### src/rtl/kvs_pkg.sv
// Shared definitions for the KVS front-end: key/flag geometry, protocol
// constants, parser FSM states and the flow-key payload layout.
package kvs_pkg;

    localparam int unsigned KEY_SIZE   = 96;
    localparam int unsigned FLAG_SIZE  = 4;

    localparam int unsigned FLAG_TCP    = 0;
    localparam int unsigned FLAG_UDP    = 1;
    localparam int unsigned FLAG_SYN    = 2;
    localparam int unsigned FLAG_FINRST = 3;

    localparam logic [15:0] ETH_TYPE_IPV4 = 16'h0800;
    localparam logic [7:0]  IP_PROTO_TCP  = 8'd6;
    localparam logic [7:0]  IP_PROTO_UDP  = 8'd17;
    localparam logic [7:0]  IP_VER_IHL_5  = 8'h45;

    localparam int unsigned BEAT_CNT_W    = 3;
    localparam logic [BEAT_CNT_W-1:0] HDR_LAST_BEAT = 3'd5;

    typedef enum logic [1:0] {
        ST_IDLE = 2'd0,
        ST_HDR  = 2'd1,
        ST_SKIP = 2'd2
    } state_t;

    // Flow key as presented to db_top: src IP, dst IP, src port, dst port.
    typedef struct packed {
        logic [31:0] src_ip;
        logic [31:0] dst_ip;
        logic [15:0] src_port;
        logic [15:0] dst_port;
    } flow_key_t;

    // Byte i (0 = first on the wire) of a 64-bit stream beat.
    function automatic logic [7:0] beat_byte(input logic [63:0] data, input int unsigned idx);
        return data[8*idx +: 8];
    endfunction

endpackage

### src/rtl/eth_key_extract.sv
// Passive IPv4 TCP/UDP flow-key extractor on a 64-bit receive AXI-Stream.
// Emits one key/flag strobe per eligible frame and counts keys and drops.
module eth_key_extract #(
    parameter int unsigned KEY_SIZE  = 96,
    parameter int unsigned FLAG_SIZE = 4,
    parameter int unsigned CNT_WIDTH = 32
) (
    input  logic                 clk,
    input  logic                 rst_n,
    input  logic [63:0]          s_axis_tdata,
    input  logic [7:0]           s_axis_tkeep,
    input  logic                 s_axis_tvalid,
    input  logic                 s_axis_tlast,
    output logic [KEY_SIZE-1:0]  in_key,
    output logic [FLAG_SIZE-1:0] in_flag,
    output logic                 in_valid,
    output logic [CNT_WIDTH-1:0] stat_key_cnt,
    output logic [CNT_WIDTH-1:0] stat_drop_cnt
);

    import kvs_pkg::*;

    state_t                  state, state_d;
    logic [BEAT_CNT_W-1:0]   beat_cnt, beat_cnt_d;
    logic                    key_fire;
    logic                    drop_fire;

    logic [15:0] eth_type;
    logic [7:0]  ver_ihl;
    logic [13:0] frag;       // MF bit plus 13-bit fragment offset
    logic [7:0]  proto;
    logic [31:0] src_ip;
    logic [15:0] dst_ip_hi;
    logic [15:0] dst_ip_lo;
    logic [15:0] src_port;
    logic [15:0] dst_port;

    logic        is_tcp;
    logic        is_udp;
    logic        eligible;
    logic [7:0]  tcp_flags;
    logic [3:0]  flag_d;
    flow_key_t   key_d;

    // tkeep carries no information the parser needs.
    logic unused_tkeep;
    assign unused_tkeep = ^s_axis_tkeep;

    // Header eligibility and key/flag assembly, valid while beat 5 is on the bus.
    always_comb begin
        is_tcp    = (proto == IP_PROTO_TCP);
        is_udp    = (proto == IP_PROTO_UDP);
        eligible  = (eth_type == ETH_TYPE_IPV4) && (ver_ihl == IP_VER_IHL_5) &&
                    (frag == 14'd0) && (is_tcp || is_udp);
        tcp_flags = beat_byte(s_axis_tdata, 7);
        flag_d                 = 4'd0;
        flag_d[FLAG_TCP]       = is_tcp;
        flag_d[FLAG_UDP]       = is_udp;
        flag_d[FLAG_SYN]       = is_tcp && tcp_flags[1];
        flag_d[FLAG_FINRST]    = is_tcp && (tcp_flags[0] || tcp_flags[2]);
        key_d.src_ip   = src_ip;
        key_d.dst_ip   = {dst_ip_hi, dst_ip_lo};
        key_d.src_port = src_port;
        key_d.dst_port = dst_port;
    end

    // Parser state register.
    always_ff @(posedge clk or negedge rst_n) begin
        if (!rst_n) begin
            state    <= ST_IDLE;
            beat_cnt <= '0;
        end else begin
            state    <= state_d;
            beat_cnt <= beat_cnt_d;
        end
    end

    // Next-state logic: frame framing, runt detection and key/drop decisions.
    always_comb begin
        state_d    = state;
        beat_cnt_d = beat_cnt;
        key_fire   = 1'b0;
        drop_fire  = 1'b0;
        case (state)
            ST_IDLE: begin
                if (s_axis_tvalid) begin
                    if (s_axis_tlast) begin
                        drop_fire = 1'b1;
                    end else begin
                        state_d    = ST_HDR;
                        beat_cnt_d = 3'd1;
                    end
                end
            end
            ST_HDR: begin
                if (s_axis_tvalid) begin
                    if (beat_cnt == HDR_LAST_BEAT) begin
                        beat_cnt_d = '0;
                        key_fire   = eligible;
                        drop_fire  = !eligible;
                        state_d    = s_axis_tlast ? ST_IDLE : ST_SKIP;
                    end else if (s_axis_tlast) begin
                        beat_cnt_d = '0;
                        drop_fire  = 1'b1;
                        state_d    = ST_IDLE;
                    end else begin
                        beat_cnt_d = beat_cnt + 3'd1;
                    end
                end
            end
            ST_SKIP: begin
                if (s_axis_tvalid && s_axis_tlast) begin
                    state_d = ST_IDLE;
                end
            end
            default: begin
                state_d    = ST_IDLE;
                beat_cnt_d = '0;
            end
        endcase
    end

    // Header field capture from beats 1..4.
    always_ff @(posedge clk or negedge rst_n) begin
        if (!rst_n) begin
            eth_type  <= '0;
            ver_ihl   <= '0;
            frag      <= '0;
            proto     <= '0;
            src_ip    <= '0;
            dst_ip_hi <= '0;
            dst_ip_lo <= '0;
            src_port  <= '0;
            dst_port  <= '0;
        end else if ((state == ST_HDR) && s_axis_tvalid) begin
            case (beat_cnt)
                3'd1: begin
                    eth_type <= {beat_byte(s_axis_tdata, 4), beat_byte(s_axis_tdata, 5)};
                    ver_ihl  <= beat_byte(s_axis_tdata, 6);
                end
                3'd2: begin
                    frag  <= {s_axis_tdata[37:32], beat_byte(s_axis_tdata, 5)};
                    proto <= beat_byte(s_axis_tdata, 7);
                end
                3'd3: begin
                    src_ip    <= {beat_byte(s_axis_tdata, 2), beat_byte(s_axis_tdata, 3),
                                  beat_byte(s_axis_tdata, 4), beat_byte(s_axis_tdata, 5)};
                    dst_ip_hi <= {beat_byte(s_axis_tdata, 6), beat_byte(s_axis_tdata, 7)};
                end
                3'd4: begin
                    dst_ip_lo <= {beat_byte(s_axis_tdata, 0), beat_byte(s_axis_tdata, 1)};
                    src_port  <= {beat_byte(s_axis_tdata, 2), beat_byte(s_axis_tdata, 3)};
                    dst_port  <= {beat_byte(s_axis_tdata, 4), beat_byte(s_axis_tdata, 5)};
                end
                default: ;
            endcase
        end
    end

    // Key strobe towards db_top; key/flag hold until the next strobe.
    always_ff @(posedge clk or negedge rst_n) begin
        if (!rst_n) begin
            in_valid <= 1'b0;
            in_key   <= '0;
            in_flag  <= '0;
        end else begin
            in_valid <= key_fire;
            if (key_fire) begin
                in_key  <= KEY_SIZE'(key_d);
                in_flag <= FLAG_SIZE'(flag_d);
            end
        end
    end

    // Frame statistics, wrapping naturally.
    always_ff @(posedge clk or negedge rst_n) begin
        if (!rst_n) begin
            stat_key_cnt  <= '0;
            stat_drop_cnt <= '0;
        end else begin
            if (key_fire) begin
                stat_key_cnt <= stat_key_cnt + CNT_WIDTH'(1);
            end
            if (drop_fire) begin
                stat_drop_cnt <= stat_drop_cnt + CNT_WIDTH'(1);
            end
        end
    end

endmodule

### config.mk
export PLATFORM = sky130hd
export DESIGN_NAME = eth_key_extract
export DESIGN_NICKNAME = d
export VERILOG_FILES = /design/src/rtl/kvs_pkg.sv /design/src/rtl/eth_key_extract.sv
export SDC_FILE = /design/constraint.sdc
export NUM_CORES = 1
export LEC_CHECK = 0
export ABC_AREA = 1
export CAP_MARGIN = 10
export CORE_MARGIN = 3
export CORE_UTILIZATION = 30
export CTS_CLUSTER_SIZE = 12
export DETAILED_ROUTE_END_ITERATION = 16
export GPL_ROUTABILITY_DRIVEN = 0
export GPL_TIMING_DRIVEN = 1
export HOLD_SLACK_MARGIN = 0.1
export PLACE_DENSITY = 0.53
export SLEW_MARGIN = 10
export SYNTH_ARGS = -nofsm -noshare
export SYNTH_HDL_FRONTEND = slang
export SYNTH_SLANG_ARGS = --single-unit
### constraint.sdc
create_clock -name clk -period 5.45 [get_ports clk]
set_input_delay 1.09 -clock clk [delete_from_list [all_inputs] [get_ports clk]]
set_output_delay 1.09 -clock clk [all_outputs]
set_load 0.005 [all_outputs]
==> summary.md <==
| Metric | Value |
|---|---|
| WL/cell | ~16 um |
| Final max-slew violation count | 0 |
| Slew Limit Headroom | 0.2061 |
| Cts hold-fix bufs | 0 |
| Placed insts | 2461 |
| Setup repair after global routing missed its margin | false |
| Average instance area after synthesis | about 8 sq um |
| Clock skew after layout | 0.01188 ns |
| Minimum period implied by the final worst setup slack | approximately 3.4 ns |
| Startpoint Class | input pin |
| Longest Clk Path Bufs | 3 |
| H-tree Lvls | 2 |
| Post-synthesis cell type with the largest combined area | sky130_fd_sc_hd__dfrtp_1 |
| Syn_nets | between 1500 and 2000 |
| I/O pin total | around 240 |
| Vias per cell | 4.551 |
| Endpoint arrival time on the critical path | approximately 3.8 ns |
| Area share of the largest cell type after synthesis | 0.5650 |
| Number of sinks driven by the clock tree | between 300 and 400 |
| Worst setup slack before clock tree synthesis | around 1.5 ns |
| CTS Buf Count | 38 |
| Setup-violating endpoint count in the final report | 0 |
| Crit share post-route | 0.6172 |
| Achievable clock frequency | 297.3 MHz |
| Clk_lat worst skew | ~0.54 ns |
| Die width | approximately 220 um |
| Delay of the slowest cell on the worst path | around 0.90 ns |
| Synth-to-Final Area Change | 30.98% |
| Number of distinct library cells after synthesis | 31 |
| Result of the run | complete, no violations |
| Setup slack of the critical path after layout | 2.086 ns |
| Classification of the worst setup path | in -> reg |
| Ys Warns | 0 |
| Peak supply drop | about 220 uV |
| Pin slew with the least headroom to its limit | 1.187 ns |
| Area of the core region | roughly 0.045 sq mm |
| Routed Antenna Nets | 0 |
| Top cells by area in the synthesized netlist | sky130_fd_sc_hd__dfrtp_1 (56%), sky130_fd_sc_hd__nand2_1 (17%), sky130_fd_sc_hd__nor2_1 (5.2%) |
| Post-detailed-routing wire length | about 40 mm |
| Global-route wire length before repair | 63.22 mm |
| Pre-Repair DR Iteration Count | 5 |
| Overall Global Routing Usage | 0.1633 |
| Fill cell count | 4667 |
| Setup Fix Bufs, Post-CTS | 0 |
| Maximum net fanout on the critical path | 37 |
| Worst setup EP type | flip-flop |
| Path type of the worst min-delay path | reg -> reg |
| Cells resized by post-CTS repair | 0 |
| Fin nets | roughly 2000 |
| Post-synthesis sequential element count | approximately 310 |
| Final hold violations | 0 |
| Proportion of layout cells with a drive suffix above 1 | 0.05489 |
| Most frequent cell on the critical path | sky130_fd_sc_hd__nand2_1 |
| Detailed-route via count | between 10000 and 15000 |
| Residual DRC count | 0 |
| Power per Cell Area | about 360 mW/mm^2 |
| Standby leakage power | between 8 and 9 nW |
| Cells after synthesis | between 1500 and 2000 |
| Number of max-cap violations | 0 |
| IO buf count | around 230 |
| Master cell of the clock root buffer | sky130_fd_sc_hd__clkbuf_16 |
| Sequential share of the synthesized area | 0.5650 |
| Required time reported for the critical path endpoint | 5.87 ns |
| Number of placement rows | between 70 and 80 |
| Overflow left after global routing | 0 |
| Crit path max-delay cell type | sky130_fd_sc_hd__clkdlybuf4s50_1 |
| CTS tree | done |
| Number of global-route vias before repair | ~11000 |
| Final setup TNS | 0 ns |
| Number of DRC markers in iteration 0 | ~800 |
| Final cell count without fillers | approximately 2500 |
| Die Y-Extent | ~220 um |
| Starting Density | 0.3039 |
| Clock input transition at the sequential cells of the worst setup and hold paths | 0.06 ns |
| Full die area | a little under 0.05 sq mm |
| Detail Placement HPWL | approximately 27 mm |
| Mapped cell area | around 0.014 sq mm |
| Largest net degree at the start of global routing | 98 |
| Antenna violations before repair | 4 |
| Chain of cells forming the critical path | clkdlybuf4s50_1 -> nand2_2 -> o21ai_4 -> buf_4 -> nand3_2 -> nand2_1 -> nand2_1 |
report_power, final:
group | internal (mW) | switching [mW]
combinational | 0.349 | 0.541
sequential | 2.75 | 0.226
clock | 1.60 | 1.03
sequential cells by signal, indices dropped and copies added (netlist names):
name and count:
in_key 96, src_ip 32, stat_drop_cnt 32, stat_key_cnt 32, dst_ip_hi 16, dst_ip_lo 16
dst_port 16, eth_type 16, src_port 16, frag 14, proto 8, ver_ihl 8
in_flag 4, beat_cnt 3, state 2, in_valid 1
metrics by stage:
step	area (sq um)	util	hold WS [ns]	power (mW)
2_1_floorplan	13820	-	0.4364	3.566
3_3_place_gp	16780	0.3690	0.4485	3.873
4_1_cts	18100	0.3980	0.4551	6.606
5_1_grt	18100	0.3980	0.4778	6.891
3_5_place_dp	16780	0.3690	0.4513	3.917
6_report	18100	0.3980	0.4628	6.498
critical path: cells and delay by family:
| family | cells | cell delay (ns) |
|---|---|---|
| AOI/OAI and AO/OA | 1 | 0.18 |
| buffers and inverters | 2 | 1.29 |
| and+or+nand+nor | 4 | 1.18 |
logic make-up (layout without fill, tap and decap cells):
logic type / Yosys count / in the layout / synth area share
buffers and inverters: 194 / 442 / 0.05604
other: 0 / 1 / 0
multiplexers: 7 / 7 / 0.005704
adder cells (fa/ha/maj): 7 / 7 / 0.006337
AND/OR/NAND/NOR: 955 / 955 / 0.2838
XOR/XNOR: 23 / 23 / 0.01458
flip-flops: 312 / 312 / 0.5650
AO/OA/AOI/OAI: 185 / 185 / 0.06854
final cells by class:
cell class              count  area (sq um)  share of cell area
clock inverters            19         226.5             0.01251
multi-input cells        1177          5273              0.2913
inverters                 127         476.7             0.02634
clock buffers              51          1090             0.06021
diodes                      1         2.502           0.0001382
repair buffers            245          2475              0.1367
flip-flops and latches    312          7807              0.4313
well taps                 600         750.7             0.04147
path summary, 6_finish.rpt:
kind | start | to | slack, ns | cells after the start
min | dst_port[1]$_DFFE_PN0P_ | in_key[1]$_DFFE_PN0P_ | 0.46 | 2
max reg2reg | beat_cnt[1]$_DFFE_PN0P_ | stat_drop_cnt[4]$_DFFE_PN0P_ | 2.23 | 12
max | s_axis_tvalid | stat_drop_cnt[4]$_DFFE_PN0P_ | 2.09 | 7
min reg2reg | dst_port[1]$_DFFE_PN0P_ | in_key[1]$_DFFE_PN0P_ | 0.46 | 2
min in group asynchronous | rst_n | stat_key_cnt[22]$_DFFE_PN0P_ | 0.59 | 1
max in group asynchronous | rst_n | in_key[47]$_DFFE_PN0P_ | 3.63 | 2
per-layer routing:
| metal | up-vias | wire length, um | track usage |
|---|---|---|---|
| met5 | - | 47 | 0 |
| met3 | 61 | 1754 | 0.02925 |
| met2 | 241 | 18360 | 0.2582 |
| met4 | 6 | 1027 | 0.05246 |
| met1 | 5440 | 18760 | 0.2283 |
| li1 | 5775 | - | - |
layout by cell type (no fill, tap or decap), drive strengths merged:
cell type      instances
mux2                   7
ha                     7
o21ai                126
clkdlybuf4s50        231
buf                   14
o22ai                  2
o31ai                  1
nand3b                25
nand2                638
o21a                   2
xnor2                  9
nor3                   4
nand4                 62
nor2                 193
clkinvlp               2
nand3                 30
clkbuf                51
nor4                   3
diode                  1
a21oi                 54
xor2                  14
inv                  129
dfrtp                312
clkinv                11
bufinv                 4
cells in the mapped netlist:
cell and n:
sky130_fd_sc_hd__mux2_2 6, sky130_fd_sc_hd__nand4_1 62, sky130_fd_sc_hd__nor2_2 2, sky130_fd_sc_hd__a21oi_1 54
sky130_fd_sc_hd__o21ai_1 19, sky130_fd_sc_hd__clkbuf_1 32, sky130_fd_sc_hd__dfrtp_1 312, sky130_fd_sc_hd__buf_2 31
sky130_fd_sc_hd__nand2_1 636, sky130_fd_sc_hd__o22ai_1 2, sky130_fd_sc_hd__o21ai_4 1, sky130_fd_sc_hd__nand3_2 2
sky130_fd_sc_hd__nor2_4 1, sky130_fd_sc_hd__mux2_1 1, sky130_fd_sc_hd__nand3b_1 25, sky130_fd_sc_hd__inv_2 7
sky130_fd_sc_hd__nor3_1 3, sky130_fd_sc_hd__nor2_1 190, sky130_fd_sc_hd__o21ai_0 106, sky130_fd_sc_hd__xor2_1 14
sky130_fd_sc_hd__nor3_4 1, sky130_fd_sc_hd__ha_1 7, sky130_fd_sc_hd__xnor2_1 9, sky130_fd_sc_hd__buf_4 2
sky130_fd_sc_hd__nor4_1 3, sky130_fd_sc_hd__o31ai_1 1, sky130_fd_sc_hd__o21a_1 2, sky130_fd_sc_hd__inv_1 120
sky130_fd_sc_hd__nand3_1 28, sky130_fd_sc_hd__nand2_2 2, sky130_fd_sc_hd__buf_1 2
Note: power is estimated with default switching activity, not from simulation.
